===== src/rtl/chip8_fetch_ctrl.sv =====
// CHIP-8 instruction fetch sequencer: owns the PC, issues two byte reads per opcode,
// assembles them big-endian and hands the opcode to execute over valid/ready.
module chip8_fetch_ctrl #(
  parameter int unsigned       ADDR_W   = 12,
  parameter logic [ADDR_W-1:0] PC_RESET = 'h200
) (
  input  logic              clk,
  input  logic              rst_n,
  input  logic              halt_i,
  output logic              mem_rd_o,
  output logic [ADDR_W-1:0] mem_addr_o,
  input  logic [7:0]        mem_rdata_i,
  output logic [15:0]       instr_o,
  output logic [ADDR_W-1:0] instr_pc_o,
  output logic              instr_valid_o,
  input  logic              instr_ready_i,
  input  logic              jump_valid_i,
  input  logic [ADDR_W-1:0] jump_addr_i,
  input  logic              skip_i,
  output logic [3:0]        op_o,
  output logic [3:0]        x_o,
  output logic [3:0]        y_o,
  output logic [3:0]        n_o,
  output logic [7:0]        nn_o,
  output logic [11:0]       nnn_o
);

  localparam logic [2:0] StIdle  = 3'd0;
  localparam logic [2:0] StRdHi  = 3'd1;
  localparam logic [2:0] StRdLo  = 3'd2;
  localparam logic [2:0] StCapLo = 3'd3;
  localparam logic [2:0] StValid = 3'd4;

  logic [2:0]        state_q, state_d;
  logic [ADDR_W-1:0] pc_q, pc_d;
  logic [15:0]       instr_q, instr_d;

  logic [ADDR_W-1:0] pc_inc1;
  logic [ADDR_W-1:0] pc_step;

  // All PC arithmetic wraps naturally at ADDR_W bits.
  assign pc_inc1 = pc_q + ADDR_W'(1);
  assign pc_step = pc_q + (skip_i ? ADDR_W'(4) : ADDR_W'(2));

  always_comb begin
    state_d       = state_q;
    pc_d          = pc_q;
    instr_d       = instr_q;
    mem_rd_o      = 1'b0;
    mem_addr_o    = pc_q;
    instr_valid_o = 1'b0;
    case (state_q)
      StIdle: begin
        if (!halt_i) state_d = StRdHi;
      end
      StRdHi: begin
        mem_rd_o = 1'b1;
        state_d  = StRdLo;
      end
      StRdLo: begin
        mem_rd_o         = 1'b1;
        mem_addr_o       = pc_inc1;
        instr_d[15:8]    = mem_rdata_i;
        state_d          = StCapLo;
      end
      StCapLo: begin
        instr_d[7:0] = mem_rdata_i;
        state_d      = StValid;
      end
      StValid: begin
        instr_valid_o = 1'b1;
        // Redirects are only meaningful at the handshake; jump beats skip.
        if (instr_ready_i) begin
          pc_d    = jump_valid_i ? jump_addr_i : pc_step;
          state_d = halt_i ? StIdle : StRdHi;
        end
      end
      default: state_d = StIdle;
    endcase
  end

  always_ff @(posedge clk or negedge rst_n) begin
    if (!rst_n) begin
      state_q <= StIdle;
      pc_q    <= PC_RESET;
      instr_q <= 16'h0000;
    end else begin
      state_q <= state_d;
      pc_q    <= pc_d;
      instr_q <= instr_d;
    end
  end

  assign instr_o    = instr_q;
  assign instr_pc_o = pc_q;
  assign op_o       = instr_q[15:12];
  assign x_o        = instr_q[11:8];
  assign y_o        = instr_q[7:4];
  assign n_o        = instr_q[3:0];
  assign nn_o       = instr_q[7:0];
  assign nnn_o      = instr_q[11:0];

endmodule


===== config.mk =====
export PLATFORM = sky130hd
export DESIGN_NAME = chip8_fetch_ctrl
export DESIGN_NICKNAME = d
export VERILOG_FILES = /design/src/rtl/chip8_fetch_ctrl.sv
export SDC_FILE = /design/constraint.sdc
export NUM_CORES = 1
export LEC_CHECK = 0
export CORE_ASPECT_RATIO = 0.75
export CORE_MARGIN = 5
export CORE_UTILIZATION = 30
export DETAILED_ROUTE_END_ITERATION = 6
export SETUP_SLACK_MARGIN = 0.3
export SLEW_MARGIN = 20
export SYNTH_ARGS = -nofsm -noshare
export SYNTH_HDL_FRONTEND = slang
export SYNTH_SLANG_ARGS = --single-unit

===== constraint.sdc =====
create_clock -name clk -period 1.83 [get_ports clk]
set_input_delay 0.366 -clock clk [delete_from_list [all_inputs] [get_ports clk]]
set_output_delay 0.366 -clock clk [all_outputs]
set_load 0.01 [all_outputs]

=== After elaboration in Yosys (flattened, before gate mapping) ===
Index checks and enable logic that the tools add are counted.

* Memory bits (read-only): 0
* Bits in registers: 31
* Latch bits: 0
* Memories kept: 0
* Bits in writable memories: 0
* Word-level logic and storage cells: 25
* Output and inout port bits: 78
* Input port bits: 26

* Magnitude comparators: 0
* Multiplexer cells: 9
* Shifts and indexed selects: 0
* $add $sub $neg: 2
* Equal/unequal tests: 6
* Bitwise gates (word level): 0
* $mul: 0
* Div/mod/pow operators: 0
* Reductions and logical operators: 4

{| class="wikitable"
|+ Operators with widths
! operator !! number
|-
| 12-bit 2-to-1 mux || 2
|-
| 3-bit case mux with 5 select lines || 1
|-
| 12-bit by 1-bit adder with 12-bit output, second input constant || 1
|-
| 12-bit by 3-bit adder with 12-bit output || 1
|-
| 3-bit 2-to-1 mux || 3
|-
| 3-bit by 2-bit == test with 1-bit output, second input constant || 2
|-
| 2-bit inequality test, second input constant || 2
|-
| 2-bit AND reduction || 2
|-
| 3-bit by 1-bit == test with 1-bit output, second input constant || 1
|-
| 3-bit == test, second input constant || 1
|-
| 3-bit zero test || 1
|-
| 1-bit 2-to-1 mux || 3
|-
| 2-bit OR reduction || 1
|}

=== Logic depth before layout (Yosys ltp) ===
* Depth after elaboration: 3
* Gate-level depth with buffers: 7

=== Worst setup path after synthesis ===
Ideal clock, no wire load.

* Path kind: reg-to-output
* Start: register pc_q[3], in the netlist instr_pc_o[3]
* End: output port mem_addr_o[11]
* Path buffers: 2
* Stages on the path, launching flop included: 7
* Setup slack: 0.098 ns
* Arrival: 1.366 ns
* Cells stage by stage: dfrtp_1 > buf_4 > and4_1 > buf_4 > nand3_1 > nor2_1 > xor2_1

* Longest elaborated chain between the ends: 2

{| class="wikitable"
|+ Ends and longest elaborated chain
! element !! line !! RTL
|-
| from (decl) || 35 || <nowiki>logic [ADDR_W-1:0] pc_q, pc_d;</nowiki>
|-
| from (signal assigned) || 89 || <nowiki>pc_q <= pc_d;</nowiki>
|-
| 12-bit by 1-bit adder with 12-bit output || 42 || <nowiki>assign pc_inc1 = pc_q + ADDR_W'(1);</nowiki>
|-
| 12-bit 2-to-1 mux || 52 || <nowiki>case (state_q)</nowiki>
|-
| to (decl) || 11 || <nowiki>output logic [ADDR_W-1:0] mem_addr_o,</nowiki>
|}

No other way between the ends.

=== Final worst setup path ===
* Start: register state_q[2]
* End: output port mem_addr_o[10]

* Longest elaborated chain between the ends: 2

{| class="wikitable"
|+ Ends and longest elaborated chain
! element !! line !! RTL
|-
| from (decl) || 34 || <nowiki>logic [2:0] state_q, state_d;</nowiki>
|-
| from (signal assigned) || 84 || <nowiki>state_q <= StIdle;</nowiki>
|-
| from (signal assigned) || 88 || <nowiki>state_q <= state_d;</nowiki>
|-
| 3-bit by 2-bit == test with 1-bit output || 52 ||
|-
| 12-bit 2-to-1 mux || 52 ||
|}

No other way between the ends.

==> results.tsv <==
stage	metric	value	unit
yosys	synth.top_cell.area_share	38.1	%
routing	drcViolationCount	0	
final_layout	fin_cells	400	
placed_design	io_buffers	103	
yosys	synthFlopType	dfrtp_1	
routing	via_count	1861	
cts	path_clk_slew	0.07	ns
cts	clockBufferDepth	2	
grt	grt_pass1_vias	1907	
die	fp.dieW	104	um
cts	clkSinkCount	31	
final_layout	nNetsFinal	348	
final_layout	drive_gt1_share	44.5	%
cts	hold_buffers	0	
sta	rsz0062_at_grt	true	
critical_path	path_cells	nor3b_4 > buf_6 > and4_4 > nand3_2 > xnor2_2 > buf_2	
critical_path	regToRegSetupSlack	0.19	ns
yosys	synth_largest_area_cell	dfrtp_1	
yosys	synth_seq_area_share	39.5	%
cts	clock_tree.root_cell	clkbuf_8	
critical_path	cpPeakStageDelay	0.41	ns
cts	cts_tree	built	
cts	cts-buffers-inserted	5	
sta	report.final.slew_viol_count	0	
yosys	async_reset_ff_share	100	%
sta	tightest_slew	0.227	ns
grt	grt_pass1_wl	9980	um
critical_path	crit_required	1.46	ns
cts	htree_levels	2	
yosys	synthSimpleGateAreaFrac	12.8	%
critical_path	critPathMaxFanout	3	
yosys	synth_xor_area_share	5.34	%
routing	first_pass_iters	4	
routing	drtIter0Drc	32	
yosys	synth_fa_ha_area_share	2.92	%
placed_design	gp_congestion	0.802	
cts	insertion_delay	0.28	ns
yosys	synth_cell_types	39	
yosys	syn_nets	229	
yosys	synth-seq-cells	31	
yosys	syn_inst	199	
sta	setup_viol	12	
grt	antenna_found_initial	0	
power	powerDensity	1690	nW/um2
critical_path	cp-end-kind	primary output	
critical_path	path_class	reg2out	
grt	gr-total-overflow	0	
yosys	ys_top_cells_by_area	dfrtp_1 38%, buf_4 14%, mux2_2 6.3%	
yosys	synth_top_family_by_area	buffers and inverters	
final_layout	post-route-util	57.0	%
die	fp-row-count	25	
power	leakage	1.74	nW
hold_path	hold_path_class	in2async	
yosys	yosysWarnings	0	
die	core_area	6350	um2
sta	setup_ws	-0.194	ns
status	violations	setup timing	
yosys	synth_compound_area_share	10.9	%
critical_path	arrival	1.66	ns
yosys	muxShareOfSynthArea	11.3	%
yosys	synthesis.area	1970	um2
sta	period_share	111	%
status	status	finished with violations	
yosys	synth_edf_count	0	
final_layout	final_cell_mix	61 x dlygate4sd2_1, 31 x buf_4, 28 x dfrtp_1, 24 x clkdlybuf4s50_1, 20 x buf_6	
sta	finalHoldViolations	0	
die	fp.dieH	80.1	um
die	ios	104	
grt	grt_max_degree	32	
placed_design	dpl_cell_area	3130	um2
critical_path	slowest_stage	dfrtp_1	
sta	skew	0.00859	ns
routing	viasPerCell	4.65	
final_layout	fin_area	3620	um2
power	ir_worst_vdd	0.826	mV
final_layout	fill_cells	579	
routing	routed_wl	6490	um
yosys	synth_area_per_cell	9.89	um2
final_layout	syn2layout_area_growth	83.9	%
final_layout	antenna_cells	0	
grt	track_usage	14.7	%
sta	holdWs	0.436	ns
sta	finalCriticalPeriod	2.02	ns
die	die_area	8300	um2
final_layout	register_area	779	um2
flow_run	maxCapViolations	0	
sta	relSlewSlack	84.8	%
placed_design	dpl.hpwl	4540	um
critical_path	cp-start-kind	flop	
sta	max_freq	0.494	GHz
placed_design	dp_cells	373	
final_layout	multi_input_area	1180	um2
final_layout	layout_commonest_cell	dlygate4sd2_1	
routing	wl_per_cell	16.2	um
die	initial_core_util	31.0	%
routing	ant_nets	0	
-- cells in the mapped netlist (2+ instances only) --
cell / count
buf_4: 38
dfrtp_1: 30
a21oi_1: 12
nand2_1: 12
nor2_1: 12
mux2_2: 11
o21ai_0: 9
buf_2: 7
mux2_1: 7
nand3_1: 7
xnor2_1: 7
xor2_1: 5
inv_1: 4
and3_1: 3
and4_1: 3
ha_1: 3
nor3_1: 3
o22ai_1: 3
a31o_2: 2
mux2i_1: 2
-- area by class of cell --
| type | count | area share, % |
|---|---|---|
| clock inverters | 2 | 0.968 |
| repair buffers | 157 | 39.3 |
| well taps | 81 | 2.80 |
| multi-input cells | 118 | 32.6 |
| clock buffers | 6 | 2.28 |
| inverters | 5 | 0.518 |
| flip-flops and latches | 31 | 21.5 |
-- per-stage QoR --
step | power, W | setup TNS (ns) | worst slack, ns
after floorplan | 0.00340 | 0 | 0.148
after global placement | 0.00529 | -4.05 | -0.343
after detailed placement | 0.00534 | -4.47 | -0.343
after CTS | 0.00585 | -1.33 | -0.209
after global routing | 0.00654 | -2.57 | -0.271
final | 0.00612 | -1.40 | -0.194
-- cells by family (layout without fill, tap and decap cells) --
| family | after synthesis | count (layout) |
|---|---|---|
| buffers and inverters | 50 | 170 |
| AND/OR/NAND/NOR | 47 | 47 |
| AO/OA/AOI/OAI | 35 | 35 |
| flip-flops | 31 | 31 |
| multiplexers | 20 | 20 |
| XOR/XNOR | 12 | 12 |
| adder cells (fa/ha/maj) | 4 | 4 |
-- metal layers --
metal  vias up  global-route usage, %  wire [um]
li1        890                      -          -
met1       908                   20.9       3070
met2        59                   22.8       3070
met3         4                   3.13        307
met4         0                   3.28         40
met5         -                      0          0
-- flip-flops by register name, summed over array words and instances (netlist names) --
signal,cells
instr_o,16
instr_pc_o,12
state_q,3
-- repair_timing --
item | in CTS | in global routing
buffers inserted | 13 | 5
pin swaps | 25 | 11
endpoints found under the hold margin | 0 | 0
cloned | 0 | 1
endpoints found under the setup margin | 88 | 31
resized for setup | 172 | 38
-- critical path, delay by kind of cell, from the launching register on --
| kind | cells | cell delay (ns) |
|---|---|---|
| XOR/XNOR | 1 | 0.13 |
| buffers and inverters | 2 | 0.27 |
| flip-flops | 1 | 0.41 |
| AND/OR/NAND/NOR | 3 | 0.58 |
-- power by group --
group          total, W  internal [W]  switching, W  leakage (nW)
combinational   0.00409       0.00221       0.00188          1.31
sequential      0.00133       0.00104      0.000289         0.372
clock          0.000700      0.000440      0.000259        0.0612
-- final timing paths --
path | endpoint | startpoint | cells past startpoint
worst max-delay path | mem_addr_o[10] | state_q[2] | 6
worst min-delay path | instr_pc_o[6] | rst_n | 2
worst max register to register | instr_pc_o[10] | instr_pc_o[2] | 7
worst min register to register | instr_o[13] | instr_o[13] | 1
max in group asynchronous | instr_pc_o[9] | rst_n | 2
min in group clk | instr_o[13] | instr_o[13] | 1
Power figures use the tool's default switching activity.
==> edit 1: new RTL, same flow settings <==
Make the reset (`rst_n`) synchronous in one clocked block.
--- a/src/rtl/chip8_fetch_ctrl.sv
+++ b/src/rtl/chip8_fetch_ctrl.sv
@@ -80,5 +80,5 @@
   end
 
-  always_ff @(posedge clk or negedge rst_n) begin
+  always_ff @(posedge clk) begin
     if (!rst_n) begin
       state_q <= StIdle;
Function: differs if rst_n is asserted again (counterexample within 4 cycles, from zero or initial values and one cycle with rst_n low); with rst_n held inactive, the same outputs for 10 cycles.
==> edit 1 against the unedited design <==
The flow still finishes with violations (setup timing); sequential cell count unchanged; first-iteration DRC count increased to 3.6 times the old value; core utilization shrank 1.3 points; wire length up 3.8%; area after synthesis decreased by 0.45%; setup slack better by 0.021 ns; cell area decreased by 2.7%.
Power is left out: it rests on default switching activity, and per cell area and clock period it moved more than threefold.
==> edit 1: results (changes against the unedited design) <==
Final WL: 6.736 mm (+3.8%)
Library cells used by synthesis: 42 (+7.7%)
Vias/cell: 4.648 (about the same)
Fin nets: 394 (+13%)
Layout cells sized above 1: 36.99% (-7.5 points)
Placer congestion estimate: 0.8432 (+5.2%)
Clock skew: 0.005841 ns (-0.002748 ns)
Dpl hpwl: 4.897 mm (+8.0%)
Min-Delay Path Class: reg2reg
Placed cell count: 414 (+11%)
Largest net degree at the start of global routing: 22 (-31%)
Vias in the first global route: 1,963 (+2.9%)
Worst-path fanout max: 5 (+2)
Failing checks: setup timing
Routed via count: 2,073 (+11%)
Final WS setup: -0.1731 ns (+0.02108 ns)
Reg2reg start: instr_pc_o[1]
R2r setup slk: 0.11 ns (-0.08 ns)
DP Area: 3093 um^2 (-1.3%)
R2r endpoint: instr_pc_o[9]
Post-synth top cells: 37 x buf_4, 31 x dfxtp_1, 30 x nand2_1, 20 x a21oi_1, 19 x nor2_1
First-pass GRT wire length: 10.40 mm (+4.2%)
Status: finished with violations
Worst Path Arrival: 1.64 ns (-0.02 ns)
Post-synthesis sequential area ratio: 31.67% (-7.8 points)
Syn Nets: 273 (+19%)
Largest cells by area after synthesis: dfxtp_1 32%, buf_4 14%, mux2i_1 6.1%
Final Setup Violations: 11 (-1)
Top_reg_cell synth: dfxtp_1
-- edit 1: layout make-up --
class	instances	area [um^2]	area share, %
inverter	7	26.28	0.7463
multi-input combinational	154	1231	34.97
sequential	31	635.6	18.05
clock buffer	7	86.33	2.452
timing repair buffer	165	1435	40.76
tap	81	101.3	2.878
clock inverter	1	5.005	0.1421
-- edit 1: stage by stage --
stage	TNS (ns)	hold slack (ns)	utilization, %
2_1_floorplan	0	0.4279	-
5_1_grt	-2.161	0.5042	55.72
3_5_place_dp	-4.544	0.4752	48.95
6_report	-1.208	0.4793	55.72
4_1_cts	-1.148	0.4802	53.62
3_3_place_gp	-3.936	0.4638	48.95
-- edit 1: repair_timing --
item                                   4_1_cts  5_1_grt
setup endpoints to repair                   87       27
gates resized for setup                    174       24
buffers inserted                            21        3
endpoints found under the hold margin        0        0
pin swaps                                   27       15
-- edit 1: worst min path at each step --
stage,depth (start not counted),slack (ns),from,endpoint
CTS,2,0.48,instr_o[14],instr_o[14]
detailed placement,2,0.48,instr_o[14],instr_o[14]
floorplan,1,0.43,rst_n,instr_pc_o[9]
global placement,2,0.46,instr_o[12],instr_o[12]
finish,2,0.48,instr_o[15],instr_o[15]
global route,2,0.50,instr_o[13],instr_o[13]
-- edit 1: kinds of logic (layout without fill, tap and decap cells) --
family	after synthesis	count (layout)	synth area share [%]
AOI/OAI and AO/OA	41	41	12.13
xor gates and xnor gates	12	12	5.364
adders and majority gates	4	4	2.938
buffers and inverters	58	180	19.60
DFF	31	31	31.67
muxes	12	12	6.131
and+or+nand+nor	85	85	22.16
-- edit 1: worst max-delay path, stage by stage (launching register included) --
cell	delay, ns
dfxtp_2	0.34
nor3b_4	0.20
buf_6	0.14
buf_4	0.11
and3_4	0.21
nand2_2	0.07
xnor2_2	0.14
buf_2	0.16
-- edit 1: per-layer routing --
layer  track usage, %  wire length [um]  vias up
met1            22.12              3000      970
met3            3.668               402        5
li1                 -                 -     1036
met5                0                 0        -
met2            25.61              3274       62
met4            4.010                58        0
==> edit 2: new RTL, config.mk and constraints unchanged <==
Without the edit above. `PC_RESET`: 'h200 -> 'h180.
--- a/src/rtl/chip8_fetch_ctrl.sv
+++ b/src/rtl/chip8_fetch_ctrl.sv
@@ -3,5 +3,5 @@
 module chip8_fetch_ctrl #(
   parameter int unsigned       ADDR_W   = 12,
-  parameter logic [ADDR_W-1:0] PC_RESET = 'h200
+  parameter logic [ADDR_W-1:0] PC_RESET = 'h180
 ) (
   input  logic              clk,
Behaviour: not the same (a bounded check fails within 4 cycles, from zero or initial values and one cycle with rst_n low).
==> edit 2 against the unedited design <==
Wire length is 0.22% lower; highest routed layer unchanged; total power down 1.9%; sequential cell count unchanged; combinational power about the same; critical path depth did not move; largest cell class unchanged; the run still ends with setup timing left; setup slack got worse by 0.096 ns; sequential share of layout area rose by 0.30 points; cell area down 1.1%; global-route usage is 0.52 points higher; area after synthesis is essentially flat; register-to-register slack worse by 0.06 ns; clock power down 15%; cell count up 1.3%.
==> edit 2: results (changes against the unedited design) <==
Status: finished with violations
Failing checks: setup timing
Adder-cell area share of the yosys netlist: 2.922% (about the same)
Largest cells by area after synthesis: dfrtp_1 37%, buf_4 14%, mux2_2 6.3%
Placed cell count: 374 (+0.27%)
Post-synth top cells: 38 x buf_4, 29 x dfrtp_1, 12 x a21oi_1, 12 x nand2_1, 12 x nor2_1
Placer congestion estimate: 0.8122 (+1.3%)
Ant diodes: 0 (unchanged)
Library cells used by synthesis: 39 (unchanged)
Mux contribution to synthesized area: 11.31% (about the same)
Maximum VDD drop: 0.8112 mV (-1.8%)
First-pass GRT wire length: 10.04 mm (+0.62%)
Final Setup Violations: 12 (unchanged)
Worst path slowest cell: dfrtp_2
I/O Buffers: 103 (unchanged)
Routed via count: 1,877 (+0.86%)
Max FFs per register: 16 (unchanged)
Worst-Margin Slew: 0.6788 ns (+0.4516 ns)
Layout cells sized above 1: 47.53% (+3.0 points)
WL/cell: 15.98 um (-1.4%)
Vias/cell: 4.635 (-0.39%)
Leakage: 1.734 nW (-0.58%)
Initial drt markers: 47 (+47%)
Compound-Gate Fraction of Synth Area: 10.86% (about the same)
Die area: 8301 um^2 (about the same)
Clock skew: 0.004815 ns (-0.003774 ns)
Setup WS pre-CTS: -0.3731 ns (-0.02969 ns)
Avg Inst Size Synth: 9.896 um^2 (about the same)
Final WS setup: -0.2905 ns (-0.09631 ns)
Worst-path fanout max: 4 (+1)
GRT Total Usage: 15.19% (+0.52 points)
Post-synthesis sequential area ratio: 39.52% (about the same)
Vias in the first global route: 1,955 (+2.5%)
Fill cell count: 585 (+1.0%)
Post-Synth XOR/XNOR Area: 5.337% (about the same)
Dpl hpwl: 4.651 mm (+2.5%)
Fin nets: 353 (+1.4%)
edit 2: metrics by stage:
stage,TNS (ns),instance area (um^2)
finish,-2.425,3581
global route,-3.364,3581
CTS,-2.335,3422
detailed placement,-5.107,3131
global placement,-4.278,3131
floorplan,0,2037
edit 2: kinds of logic (layout without fill, tap and decap cells):
kind of cell | after synthesis | after routing
buffers and inverters | 50 | 175
AND/OR/NAND/NOR | 47 | 47
AO/OA/AOI/OAI | 35 | 35
flip-flops | 31 | 31
multiplexers | 20 | 20
XOR/XNOR | 12 | 12
adder cells (fa/ha/maj) | 4 | 4
edit 2: area by class of cell:
type	instances	area, um^2	share of cell area [%]
repair buffers	162	1408	39.31
multi-input cells	118	1171	32.70
flip-flops and latches	31	782.0	21.84
well taps	81	101.3	2.830
clock buffers	8	100.1	2.795
inverters	5	18.77	0.5241
edit 2: metal layers:
layer	share of wire [%]	global-route usage, %	vias up
met5	0	0	-
met4	0.79	4.063	0
met3	6.5	5.221	5
met2	47	25.00	65
met1	46	19.06	897
li1	-	-	910
edit 2: repair_timing:
item,in CTS,in global routing
gates resized for setup,180,32
pin swaps,26,12
buffers inserted,18,5
endpoints found under the setup margin,97,34
edit 2: final timing paths:
| kind | endpoint | from | slack [ns] |
|---|---|---|---|
| max in group asynchronous | state_q[0] | rst_n | 1.23 |
| setup / recovery | mem_addr_o[1] | state_q[0] | -0.29 |
| hold / removal | instr_pc_o[6] | rst_n | 0.11 |
| setup reg to reg | instr_o[13] | state_q[0] | 0.13 |
| hold reg to reg | instr_o[13] | instr_o[13] | 0.54 |
| min in group clk | instr_o[13] | instr_o[13] | 0.54 |
edit 2: worst max-delay path, delay by kind of cell, from the launching register on:
kind / cells / cell delay [ns]
flip-flops: 1 / 0.42
AND/OR/NAND/NOR: 1 / 0.27
buffers and inverters: 4 / 0.47
multiplexers: 1 / 0.30
edit 2: power breakdown:
| group | switching [mW] | leakage (nW) | internal, mW | total [mW] |
|---|---|---|---|---|
| Sequential | 0.281 | 0.368 | 1.05 | 1.34 |
| Combinational | 1.88 | 1.31 | 2.21 | 4.08 |
| Clock | 0.250 | 0.0515 | 0.343 | 0.592 |
